--- src/rtl/deal_pkg.sv ---
// Shared types and constants for the card deal sequencer.
// Optional DEAL_SEQ_RR_EN selects round-robin arbitration.
package deal_pkg;

  typedef enum logic [2:0] {
    IDLE,
    CAPTURE,
    CLEAR,
    HOLD,
    DONE
  } state_t;

  localparam int CARD_MAX = 13;
  localparam int PLAYER   = 0;
  localparam int DEALER   = 1;

endpackage

--- src/rtl/card_mod13.sv ---
// Maps a free-running count onto a card value 1..13.
// Exact remainder over the whole count range.
module card_mod13
  import deal_pkg::*;
#(
  parameter int WIDTH = 12
) (
  input  logic [WIDTH-1:0] i_Count,
  output logic [3:0]       o_Card
);

  assign o_Card = 4'(i_Count % WIDTH'(CARD_MAX)) + 4'd1;

endmodule

--- src/rtl/deal_sequencer.sv ---
// Draw sequencer: arbitrate, capture a card, clear and hold the counter.
// Define DEAL_SEQ_RR_EN for round-robin arbitration.
module deal_sequencer
  import deal_pkg::*;
#(
  parameter int WIDTH   = 12,
  parameter int NUM_REQ = 2
) (
  input  logic               clk_50M,
  input  logic               i_Reset_n,
  input  logic [NUM_REQ-1:0] i_Req,
  input  logic [WIDTH-1:0]   i_Count,
  input  logic               i_TwoSec,
  output logic               o_RstCounter,
  output logic               o_Active,
  output logic [NUM_REQ-1:0] o_Grant,
  output logic [3:0]         o_Card,
  output logic               o_Valid,
  output logic               o_Busy
);

  state_t     state, state_nx;
  logic       sel, sel_nx;
  logic       armed, armed_nx;
  logic [3:0] card, card_nx;
  logic [3:0] mod_card;
  logic       pick;

  card_mod13 #(.WIDTH(WIDTH)) u_mod (
    .i_Count (i_Count),
    .o_Card  (mod_card)
  );

`ifdef DEAL_SEQ_RR_EN
  logic prio;

  // prio names the requester favoured on a tie
  always_ff @(posedge clk_50M or negedge i_Reset_n) begin
    if (!i_Reset_n)        prio <= 1'(PLAYER);
    else if (state == DONE) prio <= ~sel;
  end

  always_comb begin
    pick = i_Req[DEALER] & ~i_Req[PLAYER];
    if (i_Req[PLAYER] && i_Req[DEALER]) pick = prio;
  end
`else
  always_comb pick = ~i_Req[PLAYER];
`endif

  always_ff @(posedge clk_50M or negedge i_Reset_n) begin
    if (!i_Reset_n) begin
      state <= IDLE;
      sel   <= 1'(PLAYER);
      armed <= 1'b0;
      card  <= 4'd0;
    end else begin
      state <= state_nx;
      sel   <= sel_nx;
      armed <= armed_nx;
      card  <= card_nx;
    end
  end

  // HOLD only finishes on a flag that was seen low first
  always_comb begin
    state_nx = state;
    sel_nx   = sel;
    armed_nx = armed;
    card_nx  = card;
    case (state)
      IDLE: begin
        if (|i_Req) begin
          sel_nx   = pick;
          state_nx = CAPTURE;
        end
      end
      CAPTURE: begin
        card_nx  = mod_card;
        state_nx = CLEAR;
      end
      CLEAR: begin
        armed_nx = 1'b0;
        state_nx = HOLD;
      end
      HOLD: begin
        if (armed && i_TwoSec) state_nx = DONE;
        else if (!i_TwoSec)    armed_nx = 1'b1;
      end
      DONE:    state_nx = IDLE;
      default: state_nx = IDLE;
    endcase
  end

  always_comb begin
    o_Grant = '0;
    if (state != IDLE) o_Grant[sel] = 1'b1;
  end

  assign o_Busy       = (state != IDLE);
  assign o_RstCounter = (state == CLEAR);
  assign o_Active     = (state == HOLD);
  assign o_Valid      = (state == DONE);
  assign o_Card       = card;

endmodule
--- config.mk ---
export PLATFORM = sky130hd
export DESIGN_NAME = deal_sequencer
export DESIGN_NICKNAME = d
export VERILOG_FILES = /design/src/rtl/deal_pkg.sv /design/src/rtl/card_mod13.sv /design/src/rtl/deal_sequencer.sv
export SDC_FILE = /design/constraint.sdc
export NUM_CORES = 1
export LEC_CHECK = 0
export CORE_ASPECT_RATIO = 1.4
export CORE_UTILIZATION = 61
export DETAILED_ROUTE_END_ITERATION = 7
export PLACE_DENSITY = 0.85
export SLEW_MARGIN = 20
export SYNTH_ARGS = -nofsm -noshare
export SYNTH_HDL_FRONTEND = slang
export SYNTH_SLANG_ARGS = --single-unit
--- constraint.sdc ---
create_clock -name clk_50M -period 3.1 [get_ports clk_50M]
set_input_delay 0.62 -clock clk_50M [delete_from_list [all_inputs] [get_ports clk_50M]]
set_output_delay 0.62 -clock clk_50M [all_outputs]
set_load 0.05 [all_outputs]
==> results of run 1 <==
==> per-stage QoR <==
stage | instance area (µm²) | util | hold WS, ps | std cells | TNS [ps]
after detailed placement | 3055 | 0.9509 | 512.0 | 443 | -13710
after floorplan | 2143 | - | 324.4 | 301 | -9991
after global placement | 3055 | 0.9509 | 496.8 | 443 | -12290
==> cells by family after synthesis <==
kind of cell               Yosys count  share of synthesized area
buffers and inverters               39                    0.09863
and+or+nand+nor                    121                     0.3072
DFF                                  9                     0.1070
AOI/OAI and AO/OA                  114                     0.3957
xor gates and xnor gates             8                    0.03328
adders and majority gates            5                    0.02793
muxes                                5                    0.03030
==> results by group, run 1 <==
Clock tree
  – Clock sink count: 9
  – Post-cts resize count: 105
  – Hold Buf Count CTS: 0
  – CTS root buffer: clkbuf_8
  – CTS Buffer Depth: 2
  – Post-CTS Setup Repair Bufs: 12
  – H-tree depth: 1
  – Cts bufs inserted: 3

Yosys
  – Sequential area share after synthesis: 0.1070
  – Post-Synthesis Cells: 301
  – Synth unique cells: a little under 80
  – Predominant post-synthesis flop cell: dfrtp_1
  – Post-synth EDFFs: 0
  – Ys Warns: 0
  – Post-synthesis average cell area: 6.996 µm²
  – Yosys reg bits: 9
  – Top cell type's share of synthesized area: 0.1070
  – Syn Std Cell Area: 2106 µm²
  – Synthesized net count: 321
  – Synth async-reset ratio: 1.000
  – Count leader, synth: nor2_1
  – Synth top cells by count: nor2_1, a21oi_1, nand2_1
  – Synth area leader: dfrtp_1
  – Synth top area cells: dfrtp_1, a21oi_1, nor2_1, nor3_1, o21ai_0

Status
  – Tool error: [ERROR DPL-0038] Utilization greater than 100%, impossible to legalize
  – Status: aborted with a tool error
  – Failed at: clock tree synthesis (4_1_cts)

Floorplan
  – # IOs: 27
  – Die X: roughly 52 µm
  – Starting Density: 0.6554
  – Die height: about 70 µm
  – Num rows: 24

Placed design
  – Post-DP HPWL: 7.256 mm
  – Routability cong.: 0.9477
  – Port Buffers: 26
  – Setup WS pre-CTS: -3555 ps
==> run 2, diff against run 1 <==
--- a/config.mk
+++ b/config.mk
@@ -5,10 +5,9 @@
 export SDC_FILE = /design/constraint.sdc
 export NUM_CORES = 1
 export LEC_CHECK = 0
-export CORE_ASPECT_RATIO = 1.4
-export CORE_UTILIZATION = 61
+export CORE_UTILIZATION = 40
 export DETAILED_ROUTE_END_ITERATION = 7
-export PLACE_DENSITY = 0.85
+export PLACE_DENSITY_LB_ADDON = 0.15
 export SLEW_MARGIN = 20
 export SYNTH_ARGS = -nofsm -noshare
 export SYNTH_HDL_FRONTEND = slang
==> results by group, run 2 <==
Status
  – Status: finished, violations left
  – Failing checks: negative setup slack

Yosys
  – Synth area leader: dfrtp_1
  – Post-Synthesis Cells: 301 (unchanged)
  – Top cell type's share of synthesized area: 0.1070 (unchanged)
  – Synth unique cells: 79 (unchanged)
  – Ys Warns: 0 (unchanged)
  – Post-synth EDFFs: 0 (unchanged)
  – Synthesized net count: 321 (unchanged)
  – Yosys reg bits: 9 (unchanged)
  – Synth top area cells: dfrtp_1, a21oi_1, nor2_1, nor3_1, o21ai_0
  – Predominant post-synthesis flop cell: dfrtp_1
  – Count leader, synth: nor2_1
  – Post-synthesis average cell area: 6.996 µm² (unchanged)
  – Sequential area share after synthesis: 0.1070 (unchanged)
  – Syn Std Cell Area: 2106 µm² (unchanged)
  – Synth top cells by count: nor2_1, a21oi_1, nand2_1
  – Synth async-reset ratio: 1.000 (unchanged)

Floorplan
  – Core Region: ~5000 µm²
  – # IOs: 27 (unchanged)
  – Starting Density: 0.4149 (-0.2404)
  – Die X: 74.56 µm (+44%)
  – Num rows: 26 (+8.3%)
  – Die footprint: 5558 µm²
  – Die height: 74.56 µm (+4.2%)

Timing
  – Final setup violating endpoints: 4
  – Final worst setup slack: -2668 ps
  – Final period utilization: 1.861
  – Min Tclk post-route: 5768 ps
  – Slew Viols, Final: 0
  – Relative max-transition margin: 0.5101
  – Final hold vios: 0
  – Sum Neg Setup Slack: -10240 ps
  – FMAX: ~0.17 GHz
  – RSZ-0062 raised after global routing: true
  – Fin Hold WS: 508.9 ps
  – Slew at the pin closest to its max-slew limit: 729.2 ps
  – Final Skew: around 0.3 ps

Placed design
  – Post-DP HPWL: 5.183 mm (-29%)
  – Routability cong.: 0.9190 (-3.0%)
  – Placed cell count: 475 (+7.2%)
  – Port Buffers: 26 (unchanged)

Global route
  – First-pass GRT wire length: between 10 and 15 mm
  – Vias in the first global route: 2552
  – Largest net degree at the start of global routing: 14
  – Initial antenna violation count: 0
  – GR Overflow Total: 0
  – GR Util All Layers: 0.2631

Cells and area
  – Area Overhead vs Synth: 69.88%
  – Number of flip-flops in the largest register: 4
  – Layout cell share with drive strength beyond 1: 0.4507
  – Post-route insts no fill: 496
  – Most frequent cells in the layout: buf_4, nor2_1, clkdlybuf4s50_1
  – Layout Nets: 447
  – Commonest non-fill, non-tap cell in the layout: buf_4
  – Antenna diodes: 0

Pwr
  – NetSw: 0.001058 W
  – Sequential Power Share: 0.103
  – Leakage: 1.489 nW
  – Switch share: 0.4808
  – Gate power share: 0.836
  – Cell Int Power: 0.001143 W
  – Clk pwr share: 0.061
  – VDD IR-drop max: 0.0004868 V
  – Pwr Density: 615.5 nW/µm²

Worst hold path
  – Hold Path Origin: o_Card[1]$_DFFE_PN0P_
  – HP Class: reg2reg

Clock tree
  – Clock Pin Slew Worst Setup and Hold Paths: around 40 ps
  – CTS tree: built
  – Clk Latency, worst-skew pair: 230 ps
  – H-tree depth: 1 (unchanged)
  – CTS root buffer: clkbuf_8
  – CTS Buffer Depth: 2 (unchanged)
  – Cts bufs inserted: 3 (unchanged)
  – Clock sink count: 9 (unchanged)

Drt
  – DRC errors left: 0
  – Final wirelength: 7.687 mm
  – DR iter-0 viols: 265
  – Via count: 2932
  – Drt pass-1 iters: 5
  – Routed vias/inst: 5.911
  – Drt wl/cell: ~15 µm
  – Routed Antenna Nets: 0

Setup path
  – Crit-path max cell delay: a little under 500 ps
  – CP Data Required Time: around 3200 ps
  – RR Startpoint: state[0]$_DFFE_PN0P_
  – Worst EP arrival: 5850 ps
  – Crit Path Max Fanout: 6
  – Crit start category: input port
  – Slowest-stage cell, CP: a2111oi_4
  – CP Launch Point: i_Count[7]
  – Setup crit end kind: flip-flop
  – CP Class: in2reg

Run
  – Max-Cap Viols: 0
==> run 2: metrics by stage <==
stage          instance area [µm²]  power, W  utilization  worst slack [ps]
6_report                      3577  0.002202       0.7049             -2668
2_1_floorplan                 2143  0.001245            -             -2652
5_1_grt                       3577  0.002356       0.7049             -2929
3_3_place_gp                  3102  0.001806       0.6112             -3267
3_5_place_dp                  3102  0.001831       0.6112             -3415
4_1_cts                       3358  0.002073       0.6617             -2683
==> run 2: per-layer routing <==
layer  GRT usage  vias to the layer above  part of all wire
met2      0.4344                      105              0.48
met3     0.03659                       14             0.044
li1            -                     1427                 -
met4     0.03564                        0             0.012
met5           0                        -                 0
met1      0.3717                     1386              0.46
==> run 2: kinds of logic after synthesis <==
kind of cell | share of synthesized area
fa+ha+maj | 0.02793
xor+xnor | 0.03328
compound gates | 0.3957
simple gates | 0.3072
flops | 0.1070
buf+inv | 0.09863
mux | 0.03030
==> run 2: critical path: cells and delay by family <==
kind | cells | cell delay (ps)
xor gates and xnor gates | 2 | 240
adders and majority gates | 3 | 720
buffers and inverters | 6 | 750
and+or+nand+nor | 4 | 650
muxes | 2 | 400
AOI/OAI and AO/OA | 10 | 2460
==> run 2: timing repair <==
action | CTS | global route
pin swaps | 26 | 25
resized for setup | 54 | 41
gates cloned | 3 | 0
hold buffers | 0 | 0
endpoints found under the setup margin | 4 | 4
buffers inserted | 13 | 2
==> run 2: power by group through the flow <==
stage	clock [W]	sequential, W	combinational (W)
2_1_floorplan	0	0.000299	0.000947
3_3_place_gp	0	0.000226	0.00158
3_5_place_dp	0	0.000229	0.00160
4_1_cts	0.000138	0.000228	0.00171
5_1_grt	0.000149	0.000235	0.00197
6_report	0.000134	0.000227	0.00184
==> run 2: final cells by class <==
type                       instances  area (µm²)
sequential                         9       225.2
clock buffer                       4       45.04
inverter                          13       48.80
multi-input combinational        254        1998
tap                               70       87.58
timing repair buffer             146        1172
fill                             411        1498
==> run 2: path summary, 6_finish.rpt <==
check	end	slack [ps]	cells past startpoint
max in group asynchronous	o_Card[1]$_DFFE_PN0P_	2120	1
worst min-delay path	o_Card[1]$_DFFE_PN0P_	510	1
worst max-delay path	o_Card[2]$_DFFE_PN0P_	-2670	27
worst min register to register	o_Card[1]$_DFFE_PN0P_	510	1
worst max register to register	o_Card[1]$_DFFE_PN0P_	1480	3
min in group asynchronous	state[1]$_DFFE_PN0P_	690	1
No activity file was read; power rests on OpenSTA's default activity.
==> run 3, diff against run 2 <==
--- a/config.mk
+++ b/config.mk
@@ -5,10 +5,12 @@
 export SDC_FILE = /design/constraint.sdc
 export NUM_CORES = 1
 export LEC_CHECK = 0
+export CAP_MARGIN = 20
 export CORE_UTILIZATION = 40
 export DETAILED_ROUTE_END_ITERATION = 7
 export PLACE_DENSITY_LB_ADDON = 0.15
 export SLEW_MARGIN = 20
 export SYNTH_ARGS = -nofsm -noshare
 export SYNTH_HDL_FRONTEND = slang
+export SYNTH_HIERARCHICAL = 1
 export SYNTH_SLANG_ARGS = --single-unit
==> results by group, run 3 <==
Status
  – Status: finished, violations left
  – Failing checks: negative setup slack

Timing
  – FMAX: 0.1731 GHz (-0.16%)
  – Slew Viols, Final: 0 (unchanged)
  – RSZ-0062 raised after global routing: true
  – Final period utilization: 1.864 (+0.002919)
  – Relative max-transition margin: 0.6602 (+0.1501)
  – Min Tclk post-route: 5777 ps (+9.050 ps)
  – Final hold vios: 0 (unchanged)
  – Final worst setup slack: -2677 ps (-9.050 ps)
  – Final Skew: 0.5306 ps (+0.2287 ps)
  – Slew at the pin closest to its max-slew limit: 508.1 ps (-221.1 ps)
  – Sum Neg Setup Slack: -10130 ps (+105.6 ps)
  – Final setup violating endpoints: 4 (unchanged)

Drt
  – Routed vias/inst: 6.130 (+3.7%)
  – Routed Antenna Nets: 0 (unchanged)
  – DRC errors left: 0 (unchanged)
  – Final wirelength: 12.29 mm (+60%)
  – Drt pass-1 iters: 5 (unchanged)
  – Drt wl/cell: 18.20 µm (+17%)
  – DR iter-0 viols: 215 (-19%)
  – Via count: 4138 (+41%)

Pwr
  – Cell Int Power: 0.001589 W (+39%)
  – Sequential Power Share: 0.079 (-0.024)
  – Leakage: 2.207 nW (+48%)
  – VDD IR-drop max: 0.0007255 V (+49%)
  – Pwr Density: 549.7 nW/µm² (-11%)
  – Clk pwr share: 0.045 (-0.016)
  – Switch share: 0.4609 (-0.01991)
  – Gate power share: 0.875 (+0.039)
  – NetSw: 0.001359 W (+28%)

Yosys
  – Synth unique cells: 102 (+29%)
  – Synthesized net count: 410 (+28%)
  – Predominant post-synthesis flop cell: dfrtp_1
  – Ys Warns: 6 (+6)
  – Top cell type's share of synthesized area: 0.07566 (-0.03129)
  – Synth async-reset ratio: 1.000 (unchanged)
  – Synth area leader: dfrtp_1
  – Post-synthesis average cell area: 7.632 µm² (+9.1%)
  – Synth top cells by count: nand2_1, a21oi_1, nor2_1
  – Count leader, synth: nand2_1
  – Post-Synthesis Cells: 390 (+30%)
  – Post-synth EDFFs: 0 (unchanged)
  – Yosys reg bits: 9 (unchanged)
  – Synth top area cells: dfrtp_1, buf_6, a21oi_1, nand2_1, nand2b_1
  – Syn Std Cell Area: 2977 µm² (+41%)
  – Sequential area share after synthesis: 0.07566 (-0.03129)

Clock tree
  – CTS Buffer Depth: 2 (unchanged)
  – Clock sink count: 9 (unchanged)
  – CTS tree: built
  – Cts bufs inserted: 3 (unchanged)
  – Clock Pin Slew Worst Setup and Hold Paths: 40 ps (about the same)
  – H-tree depth: 1 (unchanged)
  – Hold Buf Count CTS: 0 (unchanged)
  – Clk Latency, worst-skew pair: 230 ps (about the same)
  – CTS root buffer: clkbuf_8

Cells and area
  – Layout Nets: 597 (+34%)
  – Layout cell share with drive strength beyond 1: 0.5365 (+0.08575)
  – Post-route insts no fill: 675 (+36%)
  – Area Overhead vs Synth: 80.16%
  – Final design instance area without fill: 5363 µm² (+50%)
  – Antenna diodes: 0 (unchanged)
  – Most frequent cells in the layout: buf_4, nand2_1, nor2_1
  – Commonest non-fill, non-tap cell in the layout: buf_4
  – Number of flip-flops in the largest register: 4 (unchanged)

Setup path
  – Crit start category: input port
  – Cell mode on critical path: o21ai_2
  – Crit Path Max Fanout: 7 (+1)
  – Crit-path max cell delay: 410 ps (-80 ps)
  – Setup crit end kind: flip-flop
  – CP Data Required Time: 3210 ps (+30 ps)
  – Worst EP arrival: 5890 ps (+40 ps)
  – Slowest-stage cell, CP: a211o_1
  – CP Class: in2reg
  – CP bufs+invs: 5 (-1)
  – Worst path top cell family by delay: compound AO/OA/AOI/OAI gates

Placed design
  – Port Buffers: 26 (unchanged)
  – Routability cong.: 0.9271 (+0.88%)
  – DP Area: 4354 µm² (+40%)
  – Placed cell count: 633 (+33%)
  – Post-DP HPWL: 7.986 mm (+54%)

Global route
  – Global Route met2 Usage: 0.5105 (+0.07606)
  – Initial antenna violation count: 0 (unchanged)
  – Layer with the highest usage: met2
  – First-pass GRT wire length: 17.93 mm (+54%)
  – GR Overflow Total: 0 (unchanged)
  – GRT met1 Usage: 0.3701 (-0.001591)
  – GR Util met3: 0.02799 (-0.008600)
  – Vias in the first global route: 3657 (+43%)
  – GR Util All Layers: 0.2883 (+0.02517)
  – Largest net degree at the start of global routing: 21 (+7)

Floorplan
  – Num rows: 31 (+19%)
  – Die footprint: 7791 µm² (+40%)
  – Starting Density: 0.4126 (-0.002350)
  – # IOs: 27 (unchanged)
  – Die X: 88.27 µm (+18%)
  – Core Region: 7214 µm² (+42%)
  – Die height: 88.27 µm (+18%)

Worst hold path
  – HP Class: reg2reg

Run
  – Max-Cap Viols: 0 (unchanged)
==> run 3: routing by layer <==
layer | vias to the layer above | part of all wire
li1 | 1918 | -
met1 | 1987 | 0.41
met2 | 190 | 0.49
met3 | 43 | 0.057
met4 | 0 | 0.038
met5 | - | 0
==> run 3: per-stage QoR <==
step | hold WS [ps] | util | worst slack, ps | power, W
2_1_floorplan | 324.4 | - | -2907 | 0.001573
3_3_place_gp | 466.3 | 0.6035 | -3385 | 0.002274
3_5_place_dp | 472.6 | 0.6035 | -3526 | 0.002309
4_1_cts | 482.4 | 0.6923 | -2648 | 0.002702
5_1_grt | 509.9 | 0.7433 | -2858 | 0.003125
6_report | 486.7 | 0.7433 | -2677 | 0.002948
==> run 3: cell families (layout without fill, tap and decap cells) <==
family	after synthesis	in the layout	synth area share
compound gates	157	157	0.4283
fa+ha+maj	3	3	0.01261
mux	9	9	0.03237
flops	9	9	0.07566
xor+xnor	12	12	0.03783
simple gates	154	154	0.3136
buf+inv	46	232	0.09962
==> run 3: what timing repair did <==
action,4_1_cts,5_1_grt
gates resized for setup,117,36
endpoints found under the setup margin,4,4
buffers inserted,16,13
pin swaps,38,25
endpoints found under the hold margin,0,0
gates cloned,6,3
==> run 3: final timing paths <==
| kind | start | end | slack (ps) | cells after the start |
|---|---|---|---|---|
| setup / recovery | i_Count[7] | o_Card[2]$_DFFE_PN0P_ | -2680 | 30 |
| hold / removal | armed$_DFFE_PN0P_ | armed$_DFFE_PN0P_ | 490 | 1 |
| setup reg to reg | state[0]$_DFFE_PN0P_ | o_Card[2]$_DFFE_PN0P_ | 1790 | 2 |
| hold reg to reg | armed$_DFFE_PN0P_ | armed$_DFFE_PN0P_ | 490 | 1 |
| max in group asynchronous | i_Reset_n | o_Card[1]$_DFFE_PN0P_ | 2130 | 1 |
| min in group asynchronous | i_Reset_n | armed$_DFFE_PN0P_ | 690 | 1 |
==> run 3: layout make-up <==
cell class,count,area [µm²]
timing repair buffer,213,1899
multi-input combinational,335,3010
clock buffer,4,45.04
fill,518,1852
inverter,15,58.81
sequential,9,225.2
tap,99,123.9
==> run 3: power by group through the flow <==
stage          clock network [W]  logic, W  registers [W]
3_5_place_dp                   0   0.00207       0.000235
5_1_grt                 0.000147   0.00273       0.000246
4_1_cts                 0.000138   0.00233       0.000235
3_3_place_gp                   0   0.00204       0.000233
6_report                0.000134   0.00258       0.000234
2_1_floorplan                  0   0.00126       0.000310
==> run 4, diff against run 3 <==
--- a/config.mk
+++ b/config.mk
@@ -8,6 +8,7 @@
 export CAP_MARGIN = 20
 export CORE_UTILIZATION = 40
 export DETAILED_ROUTE_END_ITERATION = 7
+export GPL_TIMING_DRIVEN = 0
 export PLACE_DENSITY_LB_ADDON = 0.15
 export SLEW_MARGIN = 20
 export SYNTH_ARGS = -nofsm -noshare
==> constraint.sdc (replaced) <==
create_clock -name clk_50M -period 3.1 [get_ports clk_50M]
set_input_delay 0.62 -clock clk_50M [delete_from_list [all_inputs] [get_ports clk_50M]]
set_output_delay 0.62 -clock clk_50M [all_outputs]
set_load 0.01 [all_outputs]
==> results by group, run 4 (synthesis gave the netlist of run 3 again) <==
Drt
  – Drt wl/cell: 18.23 µm (+0.13%)
  – DRC errors left: 0 (unchanged)
  – Routed vias/inst: 6.312 (+3.0%)
  – Routed Antenna Nets: 0 (unchanged)
  – Via count: 3680 (-11%)
  – DR iter-0 viols: 218 (+1.4%)
  – Drt pass-1 iters: 4 (-1)
  – Final wirelength: 10.63 mm (-14%)

Timing
  – Sum Neg Setup Slack: -10570 ps (-432.9 ps)
  – Slew Viols, Final: 0 (unchanged)
  – Final worst setup slack: -2893 ps (-215.7 ps)
  – Min Tclk post-route: 5993 ps (+215.7 ps)
  – FMAX: 0.1669 GHz (-3.6%)
  – Slew at the pin closest to its max-slew limit: 547.6 ps (+39.46 ps)
  – Final setup violating endpoints: 4 (unchanged)
  – RSZ-0062 raised after global routing: true
  – Final Skew: 3.591 ps (+3.060 ps)
  – Final period utilization: 1.933 (+0.06960)
  – Final hold vios: 0 (unchanged)
  – Relative max-transition margin: 0.6349 (-0.02525)

Pwr
  – VDD IR-drop max: 0.0005267 V (-27%)
  – Leakage: 1.718 nW (-22%)
  – Pwr Density: 542.5 nW/µm² (-1.3%)
  – Tot Pwr: 0.002477 W (-16%)

Floorplan
  – # IOs: 27 (unchanged)
  – Die height: 88.27 µm (unchanged)
  – Num rows: 31 (unchanged)
  – Starting Density: 0.4126 (unchanged)
  – Die X: 88.27 µm (unchanged)
  – Core Region: 7214 µm² (unchanged)
  – Die footprint: 7791 µm² (unchanged)

Setup path
  – CP Data Required Time: 3210 ps (about the same)
  – Setup crit end kind: flip-flop
  – Worst EP arrival: 6100 ps (+210 ps)
  – Crit-path max cell delay: 540 ps (+130 ps)
  – Crit Path Max Fanout: 6 (-1)
  – Cell mode on critical path: buf_6
  – CP Launch Point: i_Count[8]
  – Crit start category: input port
  – RR Startpoint: state[1]$_DFFE_PN0P_
  – Slowest-stage cell, CP: or4_4
  – CP Class: in2reg

Global route
  – First-pass GRT wire length: 17.11 mm (-4.5%)
  – GR Overflow Total: 0 (unchanged)
  – GR Util All Layers: 0.2683 (-0.01993)
  – Largest net degree at the start of global routing: 11 (-48%)
  – Initial antenna violation count: 0 (unchanged)
  – Vias in the first global route: 3458 (-5.4%)

Clock tree
  – H-tree depth: 1 (unchanged)
  – Clock sink count: 9 (unchanged)
  – Clock Pin Slew Worst Setup and Hold Paths: 50 ps (about the same)
  – CTS tree: built
  – CTS Buffer Depth: 2 (unchanged)
  – Hold Buf Count CTS: 0 (unchanged)
  – Clk Latency, worst-skew pair: 230 ps (about the same)
  – CTS root buffer: clkbuf_8
  – Cts bufs inserted: 3 (unchanged)

Run
  – Max-Cap Viols: 0 (unchanged)

Cells and area
  – Post-layout util: 0.6330 (-0.1103)
  – FILL cells: 634 (+22%)
  – Most frequent cells in the layout: buf_4, nand2_1, nor2_1, clkdlybuf4s50_1, buf_6
  – Commonest non-fill, non-tap cell in the layout: buf_4
  – Number of flip-flops in the largest register: 4 (unchanged)
  – Area Overhead vs Synth: 53.43%
  – Post-route insts no fill: 583 (-14%)
  – Layout cell share with drive strength beyond 1: 0.4504 (-0.08605)
  – Layout Nets: 505 (-15%)
  – Antenna diodes: 0 (unchanged)

Worst hold path
  – HP Class: reg2reg
  – Hold Path Origin: armed$_DFFE_PN0P_

Placed design
  – Routability cong.: 0.9495 (+2.4%)
  – Placed cell count: 511 (-19%)
  – Setup WS pre-CTS: -4135 ps (-608.3 ps)
  – Port Buffers: 22 (-15%)
  – Post-DP HPWL: 6.507 mm (-19%)

Status
  – Status: finished, violations left
  – Failing checks: negative setup slack
run 4: cell count changes in the layout (fill, tap and decap cells not counted), moves of 3 or more:
cell / before / now
buf_4: 161 / 73
clkbuf_16: 3 / 0
nor2_1: 21 / 18
buf_12: 6 / 1
buf_16: 3 / 0
buf_8: 0 / 4
run 4: final timing paths:
kind / endpoint / slack, ps / depth (start not counted)
max in group asynchronous: sel$_DFFE_PN0P_ / 2130 / 1
min in group asynchronous: o_Card[3]$_DFFE_PN0P_ / 680 / 1
worst max-delay path: o_Card[2]$_DFFE_PN0P_ / -2890 / 30
worst max register to register: o_Card[3]$_DFFE_PN0P_ / 1790 / 2
worst min-delay path: armed$_DFFE_PN0P_ / 490 / 1
worst min register to register: armed$_DFFE_PN0P_ / 490 / 1
run 4: metal layers:
metal / global-route usage / part of all wire / vias up
met4: 0.06012 / 0.021 / 0
met3: 0.01772 / 0.059 / 25
met1: 0.3614 / 0.41 / 1763
li1: - / - / 1726
met5: 0 / 0 / -
met2: 0.4692 / 0.51 / 166
run 4: power breakdown:
part / leakage, nW / total, W / internal, W / switching, W
Clock: 0.0228 / 0.000137 / 0.0000897 / 0.0000469
Sequential: 0.105 / 0.000223 / 0.000177 / 0.0000463
Combinational: 1.59 / 0.00212 / 0.00111 / 0.00100
run 4: what timing repair did:
item,in CTS,in global routing
endpoints found under the setup margin,4,4
setup buffers,57,12
resized for setup,109,37
cloned,1,0
pin swaps,47,24
run 4: worst max-delay path, delay by kind of cell:
family                   cells  cell delay (ps)
XOR/XNOR                     3              400
buffers and inverters        6              810
adder cells (fa/ha/maj)      2              340
AND/OR/NAND/NOR              8             1880
multiplexers                 3              590
AO/OA/AOI/OAI                8             1460
run 4: final cells by class:
| type | instances | area, µm² | area share |
|---|---|---|---|
| multi-input cells | 335 | 3060 | 0.6701 |
| flip-flops and latches | 9 | 225.2 | 0.04932 |
| inverters | 15 | 60.06 | 0.01315 |
| well taps | 99 | 123.9 | 0.02712 |
| repair buffers | 92 | 759.5 | 0.1663 |
| plain buffers | 29 | 292.8 | 0.06411 |
| clock buffers | 4 | 45.04 | 0.009863 |
run 4: metrics by stage:
stage	hold WS, ps	instance area [µm²]
after floorplan	324.4	3052
final	485.5	4567
after CTS	487.4	4289
after global routing	501.5	4567
after global placement	468.8	3396
after detailed placement	476.6	3396
